File: src/rtl/ps2_pkg.sv
// Shared encodings for the PS/2 host command sequencer.
// State encoding, device response bytes and error codes.
package ps2_pkg;

   typedef enum logic [2:0] {
      S_IDLE,
      S_TX_OP,
      S_ACK_OP,
      S_TX_ARG,
      S_ACK_ARG
   } state_t;

   localparam logic [7:0] PS2_ACK    = 8'hFA;
   localparam logic [7:0] PS2_RESEND = 8'hFE;
   localparam logic [7:0] PS2_FAIL   = 8'hFC;

   localparam logic [1:0] ERR_TIMEOUT = 2'b01;
   localparam logic [1:0] ERR_RESEND  = 2'b10;
   localparam logic [1:0] ERR_DEVICE  = 2'b11;

   function automatic logic is_resp(input logic [7:0] c);
      return (c == PS2_ACK) || (c == PS2_RESEND) || (c == PS2_FAIL);
   endfunction

endpackage

File: src/rtl/ps2_timeout_counter.sv
// Per-phase watchdog: counts cycles since the last clear and
// flags expiry on the TIMEOUT_CYCLES-th cycle, then holds.
module ps2_timeout_counter #(
   parameter int unsigned TIMEOUT_CYCLES = 2_000_000
) (
   input  logic clk,
   input  logic reset,
   input  logic clr,
   output logic expired
);

   localparam int W = (TIMEOUT_CYCLES > 2) ? $clog2(TIMEOUT_CYCLES) : 1;
   localparam logic [W-1:0] LAST = W'(TIMEOUT_CYCLES - 1);

   logic [W-1:0] cnt;

   assign expired = (cnt == LAST);

   always_ff @(posedge clk) begin
      if (reset || clr)
         cnt <= '0;
      else if (!expired)
         cnt <= cnt + 1'b1;
   end

endmodule

File: src/rtl/ps2_cmd_sequencer.sv
// Host-to-keyboard command sequencer with response filtering.
// Define PS2_CMD_RETRY_EN to resend on 0xFE up to MAX_RETRY times.
module ps2_cmd_sequencer
   import ps2_pkg::*;
#(
   parameter int unsigned TIMEOUT_CYCLES = 2_000_000
`ifdef PS2_CMD_RETRY_EN
   , parameter int unsigned MAX_RETRY = 3
`endif
) (
   input  logic       clk,
   input  logic       reset,
   input  logic       cmd_valid,
   output logic       cmd_ready,
   input  logic [7:0] cmd_op,
   input  logic       cmd_has_arg,
   input  logic [7:0] cmd_arg,
   output logic       tx_start,
   output logic [7:0] tx_byte,
   input  logic       tx_done,
   input  logic       tx_err,
   input  logic       rx_done,
   input  logic [7:0] rx_code,
   output logic       fwd_valid,
   output logic [7:0] fwd_code,
   output logic       done,
   output logic       error,
   output logic [1:0] err_code
);

   state_t     state, state_n;
   logic       has_arg;
   logic [7:0] arg;
   logic       latch;
   logic       expired;
   logic       tmo_clr;
   logic       in_ack;

   logic       tx_start_n, fwd_valid_n, done_n, error_n;
   logic [7:0] tx_byte_n, fwd_code_n;
   logic [1:0] err_code_n;

`ifdef PS2_CMD_RETRY_EN
   localparam int RW = (MAX_RETRY > 0) ? $clog2(MAX_RETRY + 1) : 1;
   logic [RW-1:0] retry_cnt;
   logic          retry_inc;
   logic          retry_ok;

   assign retry_ok = (retry_cnt < RW'(MAX_RETRY));

   always_ff @(posedge clk) begin
      if (reset || latch)
         retry_cnt <= '0;
      else if (retry_inc)
         retry_cnt <= retry_cnt + 1'b1;
   end
`endif

   assign cmd_ready = (state == S_IDLE);
   assign in_ack    = (state == S_ACK_OP) || (state == S_ACK_ARG);
   // Every entry into a waiting phase (including a resend) restarts the watchdog.
   assign tmo_clr   = (state == S_IDLE) || (state_n != state);

   ps2_timeout_counter #(
      .TIMEOUT_CYCLES(TIMEOUT_CYCLES)
   ) u_tmo (
      .clk    (clk),
      .reset  (reset),
      .clr    (tmo_clr),
      .expired(expired)
   );

   always_comb begin
      state_n     = state;
      latch       = 1'b0;
      tx_start_n  = 1'b0;
      tx_byte_n   = tx_byte;
      fwd_valid_n = 1'b0;
      fwd_code_n  = fwd_code;
      done_n      = 1'b0;
      error_n     = 1'b0;
      err_code_n  = err_code;
`ifdef PS2_CMD_RETRY_EN
      retry_inc   = 1'b0;
`endif

      if (rx_done && !(in_ack && is_resp(rx_code))) begin
         fwd_valid_n = 1'b1;
         fwd_code_n  = rx_code;
      end

      unique case (state)
         S_IDLE: begin
            if (cmd_valid) begin
               latch      = 1'b1;
               tx_start_n = 1'b1;
               tx_byte_n  = cmd_op;
               state_n    = S_TX_OP;
            end
         end
         S_TX_OP, S_TX_ARG: begin
            if (tx_done) begin
               state_n = (state == S_TX_OP) ? S_ACK_OP : S_ACK_ARG;
            end else if (tx_err) begin
               error_n    = 1'b1;
               err_code_n = ERR_DEVICE;
               state_n    = S_IDLE;
            end else if (expired) begin
               error_n    = 1'b1;
               err_code_n = ERR_TIMEOUT;
               state_n    = S_IDLE;
            end
         end
         S_ACK_OP, S_ACK_ARG: begin
            if (rx_done) begin
               if (rx_code == PS2_ACK) begin
                  if (state == S_ACK_OP && has_arg) begin
                     tx_start_n = 1'b1;
                     tx_byte_n  = arg;
                     state_n    = S_TX_ARG;
                  end else begin
                     done_n  = 1'b1;
                     state_n = S_IDLE;
                  end
               end else if (rx_code == PS2_RESEND) begin
`ifdef PS2_CMD_RETRY_EN
                  if (retry_ok) begin
                     retry_inc  = 1'b1;
                     tx_start_n = 1'b1;
                     state_n    = (state == S_ACK_OP) ? S_TX_OP : S_TX_ARG;
                  end else begin
                     error_n    = 1'b1;
                     err_code_n = ERR_RESEND;
                     state_n    = S_IDLE;
                  end
`else
                  error_n    = 1'b1;
                  err_code_n = ERR_RESEND;
                  state_n    = S_IDLE;
`endif
               end else if (rx_code == PS2_FAIL) begin
                  error_n    = 1'b1;
                  err_code_n = ERR_DEVICE;
                  state_n    = S_IDLE;
               end
            end else if (expired) begin
               error_n    = 1'b1;
               err_code_n = ERR_TIMEOUT;
               state_n    = S_IDLE;
            end
         end
         default: state_n = S_IDLE;
      endcase
   end

   always_ff @(posedge clk) begin
      if (reset) begin
         state     <= S_IDLE;
         has_arg   <= 1'b0;
         arg       <= '0;
         tx_start  <= 1'b0;
         tx_byte   <= '0;
         fwd_valid <= 1'b0;
         fwd_code  <= '0;
         done      <= 1'b0;
         error     <= 1'b0;
         err_code  <= '0;
      end else begin
         state     <= state_n;
         tx_start  <= tx_start_n;
         tx_byte   <= tx_byte_n;
         fwd_valid <= fwd_valid_n;
         fwd_code  <= fwd_code_n;
         done      <= done_n;
         error     <= error_n;
         err_code  <= err_code_n;
         if (latch) begin
            has_arg <= cmd_has_arg;
            arg     <= cmd_arg;
         end
      end
   end

endmodule
File: config.mk
export PLATFORM = sky130hd
export DESIGN_NAME = ps2_cmd_sequencer
export DESIGN_NICKNAME = d
export VERILOG_FILES = /design/src/rtl/ps2_pkg.sv /design/src/rtl/ps2_timeout_counter.sv /design/src/rtl/ps2_cmd_sequencer.sv
export SDC_FILE = /design/constraint.sdc
export NUM_CORES = 1
export LEC_CHECK = 0
export ABC_AREA = 1
export BUFFER_PORTS_ARGS = -buffer_cell sky130_fd_sc_hd__buf_2
export CORE_ASPECT_RATIO = 0.5
export CORE_MARGIN = 4
export CORE_UTILIZATION = 55
export DETAILED_ROUTE_END_ITERATION = 16
export GPL_TIMING_DRIVEN = 0
export PLACE_DENSITY = 0.83
export SETUP_SLACK_MARGIN = 0.1
export SYNTH_ARGS = -nofsm -noshare
export SYNTH_HDL_FRONTEND = slang
export SYNTH_HIERARCHICAL = 1
export SYNTH_SLANG_ARGS = --single-unit
File: constraint.sdc
create_clock -name clk -period 2.8 [get_ports clk]
set_input_delay 0 -clock clk [delete_from_list [all_inputs] [get_ports clk]]
set_output_delay 0 -clock clk [all_outputs]
set_load 0.02 [all_outputs]
==> flow_metrics.py <==
metrics = {
    "clocking": {
        "clk_pin_slew_worst_paths_ns": 0.10,
        "clockRootBuffer": "clkbuf_8",
        "h-tree-depth": 2,
        "cts_tree": "built",
        "clkSinkCount": 55,
        "insertion_delay_ns": 0.31,
        "cts_max_path_buffers": 2,
        "cts_made_buffers": 5,
    },
    "synthesis": {
        "synth_most_common_cell": "nand2_1",
        "synth_top_family_by_area": "simple AND/OR/NAND/NOR gates",
        "avgSynthCellArea_sq_um": 6.903,
        "synth.net_count": 438,
        "synth_common_cells": "nand2_1 (83), nor2_1 (61), dfxtp_1 (55)",
        "ys_seq_elements": 55,
        "synth_mux_area_share_pct": 0,
        "synthAdderAreaFrac_pct": 0.4464,
        "async_flop_share_pct": 0,
        "synth_edf_count": 0,
        "ys_types": 34,
        "synth_warnings": 6,
        "netlist_instances": 406,
        "synth_area_leaders": "dfxtp_1 (39%), nand2_1 (11%), nor2_1 (8.2%), inv_1 (6.2%), a21oi_1 (5.5%)",
        "synth.top_cell.area_share_pct": 39.29,
        "synth_area_sq_um": 2803,
        "synth_compound_area_share_pct": 13.71,
        "yosys.area_share.simple_pct": 36.21,
        "synthXorXnorAreaFrac_pct": 1.562,
        "ys_dominant_reg_cell": "dfxtp_1",
        "yosysTopAreaCell": "dfxtp_1",
        "ys_seq_area_share_pct": 39.29,
    },
    "job": {
        "cap_violations": 0,
    },
    "floorplan": {
        "ios": 54,
        "fp.dieH_microns": 58.48,
        "rows": 18,
        "die_x_microns": 109.0,
        "start_util_pct": 56.82,
        "core-area_sq_um": 4932,
        "die_area_sq_um": 6371,
    },
    "sta": {
        "fin_crit_ns": 2.414,
        "finalCritPeriodShare_pct": 86.21,
        "drv_slew": 0,
        "tightest_slew_ns": 0.4707,
        "fin_hold_ws_ns": -0.0002930,
        "hold_violations": 1,
        "setup_viol": 0,
        "fin_tns_setup_ns": 0,
        "relSlewSlack_pct": 68.62,
        "rsz0062_at_grt": "no",
        "fmax_mhz": 414.3,
        "fin_skew_ns": 0.01145,
    },
    "power": {
        "p_per_area_nw_per_um2": 452.5,
        "power.total_mw": 1.572,
        "vdd_drop_max_uv": 330.1,
        "p_leak_nw": 1.368,
    },
    "global_routing": {
        "overflow": 0,
        "grt_pass1_wl_microns": 11500,
        "antenna_found_initial": 0,
        "track_usage_pct": 22.70,
        "met1_usage_pct": 29.83,
        "grt_max_degree": 16,
        "grt.busiest_layer": "met2",
        "grt_util_met3_pct": 5.148,
        "grt_use_met2_pct": 37.26,
        "grt_pass1_vias": 2571,
    },
    "worst_setup_path": {
        "cp_data_required_time_ns": 2.99,
        "arrival_ns": 2.60,
        "worstSetupStartpoint": "u_tmo/cnt[0]$_SDFFE_PP0P_",
        "startpoint_type": "flip-flop",
        "crit_fanout": 10,
        "crit_type": "flip-flop to flip-flop",
        "worstReg2RegStart": "u_tmo/cnt[0]$_SDFFE_PP0P_",
        "end_kind": "flip-flop",
    },
    "drt": {
        "first_pass_iters": 5,
        "drcViolationCount": 0,
        "vias": 2859,
        "wirelength_microns": 6862,
        "post_drt_wl_per_cell_microns": 12.32,
        "drt_iter0_markers": 129,
        "ant_nets": 0,
        "vias_per_cell": 5.133,
    },
    "place": {
        "dp.cells": 529,
        "hpwl_microns": 4780,
        "place.gp.congestion": 0.9163,
        "io_buffers": 53,
    },
    "outcome": {
        "violations": "negative hold slack",
        "status": "complete, but fails checks",
    },
    "finish": {
        "nets": 518,
        "stdcell_count": 557,
        "final_layout_size_suffix_gt1_share_pct": 21.56,
        "area_growth_pct": 23.97,
        "antenna_cells": 0,
    },
    "hold_path": {
        "hold_path_class": "primary input to flip-flop",
        "hold_start": "tx_done",
    },
}
## cell usage in the layout, fill, tap and decap left out, drive strengths merged, types with 6 or more instances in the layout
cell type	n
buf	59
dlygate4sd3	19
nand4	8
a21oi	32
o21ai	40
nor3	6
inv	49
dfxtp	55
nand2	92
nand3	25
clkbuf	11
nor2	75
## flip-flops by register name, indices dropped and copies added, names as in the netlist
name and flops:
err_code 2, u_tmo/cnt 21, fwd_valid 1, arg 8
has_arg 1, error 1, fwd_code 8, done 1
tx_start 1, tx_byte 8, state 3
## per-layer routing
metal	wire length [microns]	share of wire [%]	vias to the layer above
met4	99	1.4	0
met1	3152	46	1304
met5	0	0	-
met2	3245	47	79
met3	364	5.3	10
li1	-	-	1466
## kinds of logic (layout without fill, tap and decap cells)
family                     after synthesis  after routing
and+or+nand+nor                        211            211
AOI/OAI and AO/OA                       75             75
buffers and inverters                   59            140
DFF                                     55             55
xor gates and xnor gates                 5              5
adders and majority gates                1              1
## per-stage QoR
step,area [sq um],utilization [%],setup WS [ns]
floorplan,2803,-,0.2742
global placement,3156,63.98,-0.2752
detailed placement,3156,63.98,-0.3142
CTS,3463,70.22,0.2293
global route,3475,70.45,0.1151
finish,3475,70.45,0.3860
## repair_timing
| item | CTS | global route |
|---|---|---|
| pin swaps | 1 | 0 |
| hold endpoints to repair | 21 | 0 |
| resized for setup | 2 | 7 |
| hold buffers | 19 | 0 |
| buffers inserted | 1 | 0 |
| endpoints found under the setup margin | 10 | 10 |
## report_power, final
group	switching, mW	internal, mW	total, mW	leakage [nW]
clock	0.248	0.226	0.474	0.0515
sequential	0.0191	0.822	0.841	0.451
combinational	0.157	0.101	0.258	0.865
total	0.424	1.15	1.57	1.37
## worst max-delay path, cell delays in order, from the launching register on
cell      delay (ns)
dfxtp_2         0.38
ha_2            0.22
nand3_2         0.15
nor2_4          0.15
inv_1           0.09
nor4_4          0.18
nor2_1          0.10
nand3_1         0.13
nand2_1         0.06
o211ai_1        0.18
nor2_1          0.08
nand3_1         0.11
nor2_4          0.09
inv_1           0.16
buf_6           0.17
a21oi_1         0.05
## final timing paths
| check | end | slack (ns) | cells past startpoint |
|---|---|---|---|
| worst min-delay path | state[2]$_SDFF_PP0_ | -0.0003 | 3 |
| worst min register to register | arg[3]$_SDFFE_PP0P_ | 0.46 | 2 |
| worst max-delay path | u_tmo/cnt[6]$_SDFFE_PP0P_ | 0.39 | 15 |
| worst max register to register | u_tmo/cnt[6]$_SDFFE_PP0P_ | 0.39 | 15 |
## cell type report
type	instances	area, sq um
well taps	70	87.58
flip-flops and latches	55	1104
inverters	51	193.9
fillers	390	1458
multi-input cells	292	1466
plain buffers	8	60.06
clock buffers	8	100.1
repair buffers	73	462.9
(Power assumes the default switching activity.)
